**src/rtl/times_table_lut.sv**
```systemverilog
// rtl/times_table_lut.sv - A_W x B_W unsigned times-table held in memory, filled by repeated addition
//
// Purpose:
//   After reset an init FSM writes mem[{a,b}] = a*b for every entry, one entry
//   per cycle, using only an accumulator (no multiplier). Once the table is full
//   ready rises and one lookup per cycle is served at a fixed latency.
//
// Ports:
//   clk     in   1      rising-edge clock
//   rst_n   in   1      synchronous active-low reset
//   enable  in   1      lookup request, sampled only while ready=1
//   a       in   A_W    operand a (address MSBs)
//   b       in   B_W    operand b (address LSBs)
//   ready   out  1      table filled, lookups accepted
//   valid   out  1      result carries the product of an accepted request
//   result  out  RES_W  a*b of the accepted request (holds when valid=0)
//
// Configuration:
//   TT_PIPE_OUT_EN  adds an output register stage after the memory read
//                   (latency 2 instead of 1, throughput unchanged).

module times_table_lut #(
  parameter int A_W   = 3,
  parameter int B_W   = 3,
  parameter int RES_W = A_W + B_W
) (
  input  logic             clk,
  input  logic             rst_n,
  input  logic             enable,
  input  logic [A_W-1:0]   a,
  input  logic [B_W-1:0]   b,
  output logic             ready,
  output logic             valid,
  output logic [RES_W-1:0] result
);

  localparam int AD_W  = A_W + B_W;
  localparam int DEPTH = 2 ** AD_W;

  typedef enum logic {
    S_INIT = 1'b0,
    S_RUN  = 1'b1
  } state_t;

  state_t           r_state;
  state_t           w_state_nxt;
  logic [AD_W-1:0]  r_addr;      // fill counter {ca,cb}, cb is the inner loop
  logic [RES_W-1:0] r_acc;       // value written on the previous fill cycle
  logic [RES_W-1:0] r_mem [DEPTH];
  logic             r_ready;
  logic             r_valid;
  logic [RES_W-1:0] r_result;

  logic [A_W-1:0]   w_ca;
  logic [B_W-1:0]   w_cb;
  logic             w_last;
  logic             w_wr_en;
  logic             w_accept;
  logic [RES_W-1:0] w_wdata;

  assign w_ca = r_addr[AD_W-1:B_W];
  assign w_cb = r_addr[B_W-1:0];

  always_comb begin
    w_state_nxt = r_state;
    w_wr_en     = 1'b0;
    w_last      = (r_addr == {AD_W{1'b1}});
    // Each row restarts at 0 and then climbs by ca per column: ca*cb without a multiplier.
    w_wdata     = (w_cb == '0) ? '0 : r_acc + RES_W'(w_ca);
    unique case (r_state)
      S_INIT: begin
        w_wr_en = 1'b1;
        if (w_last) begin
          w_state_nxt = S_RUN;
        end
      end
      S_RUN: begin
        w_state_nxt = S_RUN;
      end
      default: begin
        w_state_nxt = S_INIT;
      end
    endcase
  end

  always_ff @(posedge clk) begin
    if (!rst_n) begin
      r_state <= S_INIT;
      r_addr  <= '0;
      r_acc   <= '0;
      r_ready <= 1'b0;
    end else begin
      r_state <= w_state_nxt;
      r_ready <= (w_state_nxt == S_RUN);
      if (w_wr_en) begin
        r_acc <= w_wdata;
        // Counter freezes on the last address; it never wraps once in RUN.
        if (!w_last) begin
          r_addr <= r_addr + AD_W'(1);
        end
      end
    end
  end

  always_ff @(posedge clk) begin
    if (rst_n && w_wr_en) begin
      r_mem[r_addr] <= w_wdata;
    end
  end

  // ready is only high in RUN, so enable during INIT is dropped here.
  assign w_accept = enable && r_ready;

  always_ff @(posedge clk) begin
    if (!rst_n) begin
      r_valid  <= 1'b0;
      r_result <= '0;
    end else begin
      r_valid <= w_accept;
      if (w_accept) begin
        r_result <= r_mem[{a, b}];
      end
    end
  end

`ifdef TT_PIPE_OUT_EN
  logic             r_valid_q;
  logic [RES_W-1:0] r_result_q;

  always_ff @(posedge clk) begin
    if (!rst_n) begin
      r_valid_q  <= 1'b0;
      r_result_q <= '0;
    end else begin
      r_valid_q <= r_valid;
      if (r_valid) begin
        r_result_q <= r_result;
      end
    end
  end

  assign valid  = r_valid_q;
  assign result = r_result_q;
`else
  assign valid  = r_valid;
  assign result = r_result;
`endif

  assign ready = r_ready;

endmodule

```
**config.mk**
```make
export PLATFORM = sky130hd
export DESIGN_NAME = times_table_lut
export DESIGN_NICKNAME = d
export VERILOG_FILES = /design/src/rtl/times_table_lut.sv
export SDC_FILE = /design/constraint.sdc
export NUM_CORES = 1
export LEC_CHECK = 0
export CAP_MARGIN = 0
export CORE_MARGIN = 10
export CORE_UTILIZATION = 55
export CTS_CLUSTER_DIAMETER = 60
export CTS_CLUSTER_SIZE = 30
export DETAILED_ROUTE_END_ITERATION = 7
export GPL_TIMING_DRIVEN = 1
export PLACE_DENSITY = 0.75
export SYNTH_ARGS = -nofsm -noshare
export SYNTH_HDL_FRONTEND = slang
export SYNTH_SLANG_ARGS = --single-unit
```
**constraint.sdc**
```tcl
create_clock -name clk -period 3.6 [get_ports clk]
set_clock_uncertainty 0.15 [all_clocks]
set_input_delay 0.9 -clock clk [delete_from_list [all_inputs] [get_ports clk]]
set_output_delay 0.9 -clock clk [all_outputs]
set_load 0.01 [all_outputs]
```
==> results of run 1 <==
==> worst max-delay path, stage by stage <==
cell,delay [ps]
clkdlybuf4s50_1,720
inv_1,210
nand2_1,420
o22ai_1,260
nor4b_1,560
nor3_1,150
==> flip-flops by register name (all words and copies together) (netlist names) <==
register / count
r_mem: 384
r_acc: 6
r_addr: 6
result: 6
ready: 1
valid: 1
==> per-stage QoR <==
| step | hold slack, ps | setup WS (ps) | utilization | instances |
|---|---|---|---|---|
| CTS | 353 | 639 | 0.633 | 1356 |
| finish | 352 | 654 | 0.633 | 1356 |
| global placement | 310 | 196 | 0.598 | 1306 |
| global route | 377 | 502 | 0.633 | 1356 |
| detailed placement | 341 | 149 | 0.598 | 1306 |
| floorplan | 296 | 384 | - | 868 |
==> power breakdown <==
part | switching, mW | total [mW] | internal [mW]
clock network | 1.76 | 3.35 | 1.59
logic | 0.196 | 0.336 | 0.140
registers | 0.00813 | 5.08 | 5.08
total | 1.97 | 8.77 | 6.81
==> routing by layer <==
metal | up-vias | part of all wire
met2 | 379 | 0.49
met5 | - | 0
li1 | 3674 | -
met3 | 40 | 0.078
met1 | 4295 | 0.41
met4 | 0 | 0.019
==> cell families after synthesis <==
group	count (synthesis)	synth area share
adders and majority gates	6	0.00511
AOI/OAI and AO/OA	76	0.0336
xor gates and xnor gates	6	0.00325
and+or+nand+nor	221	0.0702
DFF	404	0.738
muxes	99	0.129
buffers and inverters	56	0.0212
==> cells in the final DEF (no fill, tap or decap), types with 5 or more instances in the layout <==
cell type | Yosys | routed
edfxtp_1 | 384 | 384
buf_4 | 7 | 86
nor2_1 | 83 | 82
mux4_2 | 73 | 73
nor2b_1 | 30 | 30
clkbuf_16 | 0 | 27
a211oi_1 | 24 | 24
nand2_1 | 20 | 20
dfxtp_1 | 20 | 20
nand3_1 | 13 | 13
mux2i_1 | 13 | 13
clkdlybuf4s50_1 | 0 | 13
nor4_1 | 12 | 12
nand3b_1 | 11 | 11
mux4_1 | 11 | 11
a21oi_1 | 12 | 10
and3_1 | 10 | 10
nand2b_1 | 8 | 8
a31oi_1 | 8 | 8
clkinv_8 | 0 | 8
nor3_1 | 7 | 7
xnor2_1 | 6 | 6
and2_1 | 9 | 6
a22oi_1 | 6 | 6
o22ai_1 | 6 | 6
nor4b_1 | 6 | 6
a221o_1 | 6 | 6
buf_12 | 2 | 6
ha_1 | 5 | 5
==> how the worst min path moves through the flow <==
stage,from,end,slack [ps]
2_1_floorplan,r_acc[5],r_acc[5],300
3_3_place_gp,r_acc[5],r_acc[5],310
3_5_place_dp,r_acc[5],r_acc[5],340
4_1_cts,r_acc[5],r_acc[5],350
5_1_grt,r_acc[5],r_acc[5],380
6_report,r_acc[5],r_acc[5],350
==> layout make-up <==
class	instances	share of cell area
repair buffers	106	0.0493
inverters	4	0.000822
well taps	384	0.0263
clock buffers	27	0.0370
clock inverters	23	0.0175
multi-input cells	408	0.216
flip-flops and latches	404	0.654
==> flow_summary.rst, run 1 <==
.. list-table::
   :header-rows: 1

   * - Metric
     - Value
   * - Biggest area contributors in the synthesized netlist
     - edfxtp_1, mux4_2, dfxtp_1
   * - Detailed-router iteration count before antenna repair
     - 5
   * - Worst Reg-to-Reg Cells
     - 6
   * - Hold Violations, Final
     - 0
   * - Maximum fanout along the worst path
     - 12
   * - Critical path destination
     - result[0]
   * - Critical register-to-register path endpoint
     - r_mem[33][5]
   * - Setup tns final
     - 0 ps
   * - Antenna violations before repair
     - 0
   * - Post-layout total power
     - just under 9 mW
   * - Signed area change from the synthesized netlist to the final layout
     - 12.9%
   * - Standard-cell row count
     - 62
   * - Maxcap violations
     - 0
   * - Number of sinks handled by clock tree synthesis
     - 404
   * - Status
     - finished, final reports clean
   * - Largest net degree at the start of global routing
     - 65
   * - Kind of capture point of the worst setup path
     - register
   * - Synth async-reset ratio
     - 0
   * - Buffers inserted during post-CTS setup optimization
     - 0
   * - Min-Delay Path Depth
     - 2
   * - Detailed-route vias per instance
     - 6.19
   * - Final design instance area without fill
     - 18300 um^2
   * - Type of the tightest min-delay check
     - register to register
   * - Mapped cell area
     - roughly 16000 um^2
   * - Pin slew with the least headroom to its limit
     - just over 700 ps
   * - Most utilized layer in the global route result
     - met2
   * - Clock buffer count from CTS
     - 27
   * - Post-DP HPWL
     - 21.7 mm
   * - Final-report setup violation count
     - 0
   * - Area inside the core boundary
     - roughly 29000 um^2
   * - Number of enable flip-flop cells after synthesis
     - 384
   * - Relative slew slack
     - 0.530
   * - Chip width
     - around 190 um
   * - Net count after synthesis
     - approximately 900
   * - Maximum clock path buffer count
     - 3
   * - Time the final worst path needs with I/O delays and setup
     - approximately 3000 ps
   * - Area share of the largest cell type after synthesis
     - 0.713
   * - Most frequent cells after synthesis
     - edfxtp_1, nor2_1, mux4_2
   * - Buffers on Ports
     - 16
   * - Number of vias in the routed layout
     - 8388
   * - CTS H-Tree Depth
     - 1
   * - Synth Flop Type
     - edfxtp_1
   * - LEAKAGE
     - around 6.3 nW
   * - Final clock period utilization by the worst path
     - 0.818
   * - Die extent in y
     - ~190 um
   * - Number of nets in the layout
     - 966
   * - Hold bufs inserted after CTS
     - 0
   * - Clock network latency to the later pin of the worst-skew pair
     - 560 ps
   * - Number of filler instances in the final layout
     - 1991
   * - Global routing usage on met3
     - 0.0246
   * - Placer congestion estimate
     - between 0.8 and 0.9
   * - Diodes inserted
     - 0
   * - Biggest area consumer among synthesized cells
     - edfxtp_1
   * - Total cell area at the placement stage
     - around 17000 um^2
   * - Pwr Density
     - approximately 480 nW/um^2
   * - Met1 track utilization from global routing
     - 0.264
   * - Startpoint kind of the worst setup timing path
     - input pin
   * - Remaining routing DRC violations
     - 0
   * - GR met2 Demand/Resource
     - 0.293
   * - Avg WL per Cell
     - about 25 um
   * - Worst IR drop on VDD
     - roughly 0.37 mV
   * - Die footprint
     - 36700 um^2
   * - Initial Utilization
     - 0.561
   * - Launching instance or port of the critical path
     - b[1]
   * - Sequential-to-total area share from yosys stat
     - 0.738
   * - Antenna Nets Post-Route
     - 0
   * - Number of global-route vias before repair
     - 8399
   * - Library cell used as clock root buffer
     - clkbuf_16
   * - Wire length of the first global-routing pass
     - ~50 mm
   * - CTS resizes
     - 0
   * - Violation count after the first detailed-route iteration
     - about 1000
   * - Kind of critical path
     - input pin to register
   * - Remaining global-route overflow
     - 0
   * - Share of post-route cells with drive strength above 1
     - 0.233
   * - Clock tree from TritonCTS
     - yes
   * - Number of warnings issued by yosys
     - 0
   * - Register-to-Register Setup Slack
     - roughly 730 ps
   * - Syn_area_per_cell
     - around 19 um^2
   * - Critical register-to-register path startpoint
     - r_addr[4]
   * - Total length of routed wires
     - roughly 33 mm
   * - Number of max-slew violations in the final report
     - 0
   * - Flop and latch count out of synthesis
     - between 400 and 500
   * - Signal arrival time at the worst endpoint
     - 3220 ps
   * - Most repeated cell in the gate-level netlist after synthesis
     - edfxtp_1
   * - Sequential Area
     - 11900 um^2
   * - Clock-pin slew of the registers on the worst-case setup and hold paths
     - about 90 ps
   * - Highest attainable clock frequency
     - 339 MHz
   * - Global-route usage over all layers
     - 0.183
   * - Synthesized instance count
     - approximately 870
   * - Unrepaired setup endpoints after global routing
     - no
   * - Critical path required time
     - 3870 ps
   * - Multi-input gate area in the final layout
     - approximately 3900 um^2
   * - I/O pins
     - 17
   * - Library cells used by synthesis
     - 46
Note: power is estimated with default switching activity, not from simulation.
==> run 2: changes to the inputs <==
--- a/config.mk
+++ b/config.mk
@@ -12,7 +12,7 @@
 export CTS_CLUSTER_SIZE = 30
 export DETAILED_ROUTE_END_ITERATION = 7
 export GPL_TIMING_DRIVEN = 1
-export PLACE_DENSITY = 0.75
+export PLACE_DENSITY = 0.72
 export SYNTH_ARGS = -nofsm -noshare
 export SYNTH_HDL_FRONTEND = slang
 export SYNTH_SLANG_ARGS = --single-unit
==> constraint.sdc (replaced) <==
create_clock -name clk -period 3.1 [get_ports clk]
set_clock_uncertainty 0.15 [all_clocks]
set_input_delay 0.775 -clock clk [delete_from_list [all_inputs] [get_ports clk]]
set_output_delay 0.775 -clock clk [all_outputs]
set_load 0.01 [all_outputs]
==> flow_summary.rst, run 2 (synthesis results as in run 1) <==
.. list-table::
   :header-rows: 1

   * - Metric
     - Value
   * - Status
     - finished, final reports clean
   * - Detailed-route vias per instance
     - approximately 6.1
   * - Critical path destination
     - ready
   * - Cell count after placement
     - 1341
   * - Setup slack of the critical path after layout
     - 253 ps
   * - Remaining routing DRC violations
     - 0
   * - Violation count after the first detailed-route iteration
     - 990
   * - Global-route usage over all layers
     - 0.193
   * - Pin slew with the least headroom to its limit
     - just under 800 ps
   * - Chip width
     - between 150 and 200 um
   * - Post-DP HPWL
     - 22.5 mm
   * - Top reg by flops
     - r_mem
   * - Maximum cell stage delay along the critical path
     - approximately 700 ps
   * - CTS resizes
     - 0
   * - Worst IR drop on VDD
     - between 0.5 and 0.6 mV
   * - Buffers on Ports
     - 16
   * - Global routing usage on met3
     - 0.0359
   * - Final clock period utilization by the worst path
     - 0.918
   * - Most utilized layer in the global route result
     - met2
   * - Number of nets in the layout
     - about 1000
   * - Placer congestion estimate
     - around 0.88
   * - Kind of capture point of the worst setup path
     - output pin
   * - Clock network latency to the later pin of the worst-skew pair
     - a little under 600 ps
   * - Time the final worst path needs with I/O delays and setup
     - ~2800 ps
   * - Remaining global-route overflow
     - 0
   * - Top library cells by usage in the layout, fill and taps aside
     - edfxtp_1, buf_4, nor2_1
   * - Antenna violations before repair
     - 0
   * - Number of non-filler instances in the completed layout
     - approximately 1400
   * - Buffers and inverters on the worst path
     - 1
   * - Critical register-to-register path endpoint
     - r_mem[6][2]
   * - Critical-path cell list
     - clkdlybuf4s50_1
   * - Buffers inserted during post-CTS setup optimization
     - 0
   * - Number of filler instances in the final layout
     - about 2000
   * - Final-report setup violation count
     - 0
   * - Number of vias in the routed layout
     - 8480
   * - CTS H-Tree Depth
     - 1
   * - Relative slew slack
     - 0.472
   * - Register-to-Register Setup Slack
     - a little under 700 ps
   * - Maxcap violations
     - 0
   * - GR met2 Demand/Resource
     - 0.304
   * - Number of global-route vias before repair
     - between 8000 and 9000
   * - Number of flip-flops in the largest register
     - 384
   * - Antenna Nets Post-Route
     - 0
   * - Avg WL per Cell
     - between 20 and 25 um
   * - Diodes inserted
     - 0
   * - LEAKAGE
     - approximately 6.5 nW
   * - Signed area change from the synthesized netlist to the final layout
     - 15.1%
   * - Library cell used as clock root buffer
     - clkbuf_16
   * - Clock buffer count from CTS
     - 27
   * - Standard-cell row count
     - 62
   * - Maximum clock path buffer count
     - 3
   * - Signal arrival time at the worst endpoint
     - about 1900 ps
   * - Total length of routed wires
     - roughly 35 mm
   * - Number of sinks handled by clock tree synthesis
     - a little over 400
   * - CP Depth
     - 1
   * - Commonest non-fill, non-tap cell in the layout
     - edfxtp_1
   * - Post-place setup slack
     - -65.5 ps
   * - Clock-pin slew of the registers on the worst-case setup and hold paths
     - ~90 ps
   * - Number of max-slew violations in the final report
     - 0
   * - Highest attainable clock frequency
     - 351 MHz
   * - Wire length of the first global-routing pass
     - 53.4 mm
   * - Critical path required time
     - about 2200 ps
   * - Type of the tightest min-delay check
     - register to register
   * - Detailed-router iteration count before antenna repair
     - 5
   * - Initial Utilization
     - 0.561
   * - Hold_ws
     - 323 ps
   * - Area inside the core boundary
     - a little under 30000 um^2
   * - Clock tree from TritonCTS
     - yes
   * - I/O pins
     - 17
   * - Die footprint
     - 36700 um^2
   * - Kind of cell with the highest combined delay on the critical path
     - flip-flops
   * - Pwr Density
     - about 560 nW/um^2
   * - Hold Violations, Final
     - 0
   * - Launching instance or port of the critical path
     - ready
   * - Unrepaired setup endpoints after global routing
     - no
   * - Met1 track utilization from global routing
     - 0.273
   * - Critical-path top delay cell
     - dfxtp_1
   * - Startpoint kind of the worst setup timing path
     - register
   * - Share of post-route cells with drive strength above 1
     - 0.259
   * - Largest net degree at the start of global routing
     - between 60 and 70
   * - Maximum fanout along the worst path
     - 16
   * - Hold bufs inserted after CTS
     - 0
   * - Die extent in y
     - between 150 and 200 um
   * - Kind of critical path
     - register to output pin
   * - Critical register-to-register path startpoint
     - ready
   * - Setup tns final
     - 0 ps
   * - Worst Reg-to-Reg Cells
     - 4
## run 2: through the flow
| stage | area (um^2) | power, mW | utilization |
|---|---|---|---|
| 4_1_cts | 18600 | 10.4 | 0.645 |
| 6_report | 18600 | 10.4 | 0.645 |
| 5_1_grt | 18600 | 10.7 | 0.645 |
| 2_1_floorplan | 16200 | 6.30 | - |
| 3_5_place_dp | 17600 | 6.47 | 0.609 |
| 3_3_place_gp | 17600 | 6.47 | 0.609 |
## run 2: worst min-delay path by stage
stage	to	start	slack [ps]	depth (start not counted)
after floorplan	r_acc[5]	r_acc[5]	300	2
after global placement	r_acc[5]	r_acc[5]	300	2
after detailed placement	r_acc[5]	r_acc[5]	310	2
after CTS	r_acc[5]	r_acc[5]	330	2
after global routing	r_acc[5]	r_acc[5]	340	2
final	r_acc[5]	r_acc[5]	320	2
## run 2: routing by layer
metal / wire [um] / share of wire
met2: 16700 / 0.48
met5: 0 / 0
met1: 14100 / 0.41
met3: 2940 / 0.085
met4: 850 / 0.025
## run 2: power by group
part / internal (mW) / total (mW) / switching, mW
registers: 5.89 / 5.90 / 0.00964
logic: 0.203 / 0.444 / 0.241
clock network: 2.05 / 4.02 / 1.97
## run 2: cell type report
| class | count | area (um^2) | share of cell area |
|---|---|---|---|
| tap | 384 | 480 | 0.0258 |
| timing repair buffer | 141 | 1230 | 0.0659 |
| multi-input combinational | 408 | 3940 | 0.211 |
| clock buffer | 27 | 676 | 0.0363 |
| inverter | 4 | 15.0 | 0.000807 |
| clock inverter | 23 | 347 | 0.0186 |
| sequential | 404 | 11900 | 0.641 |
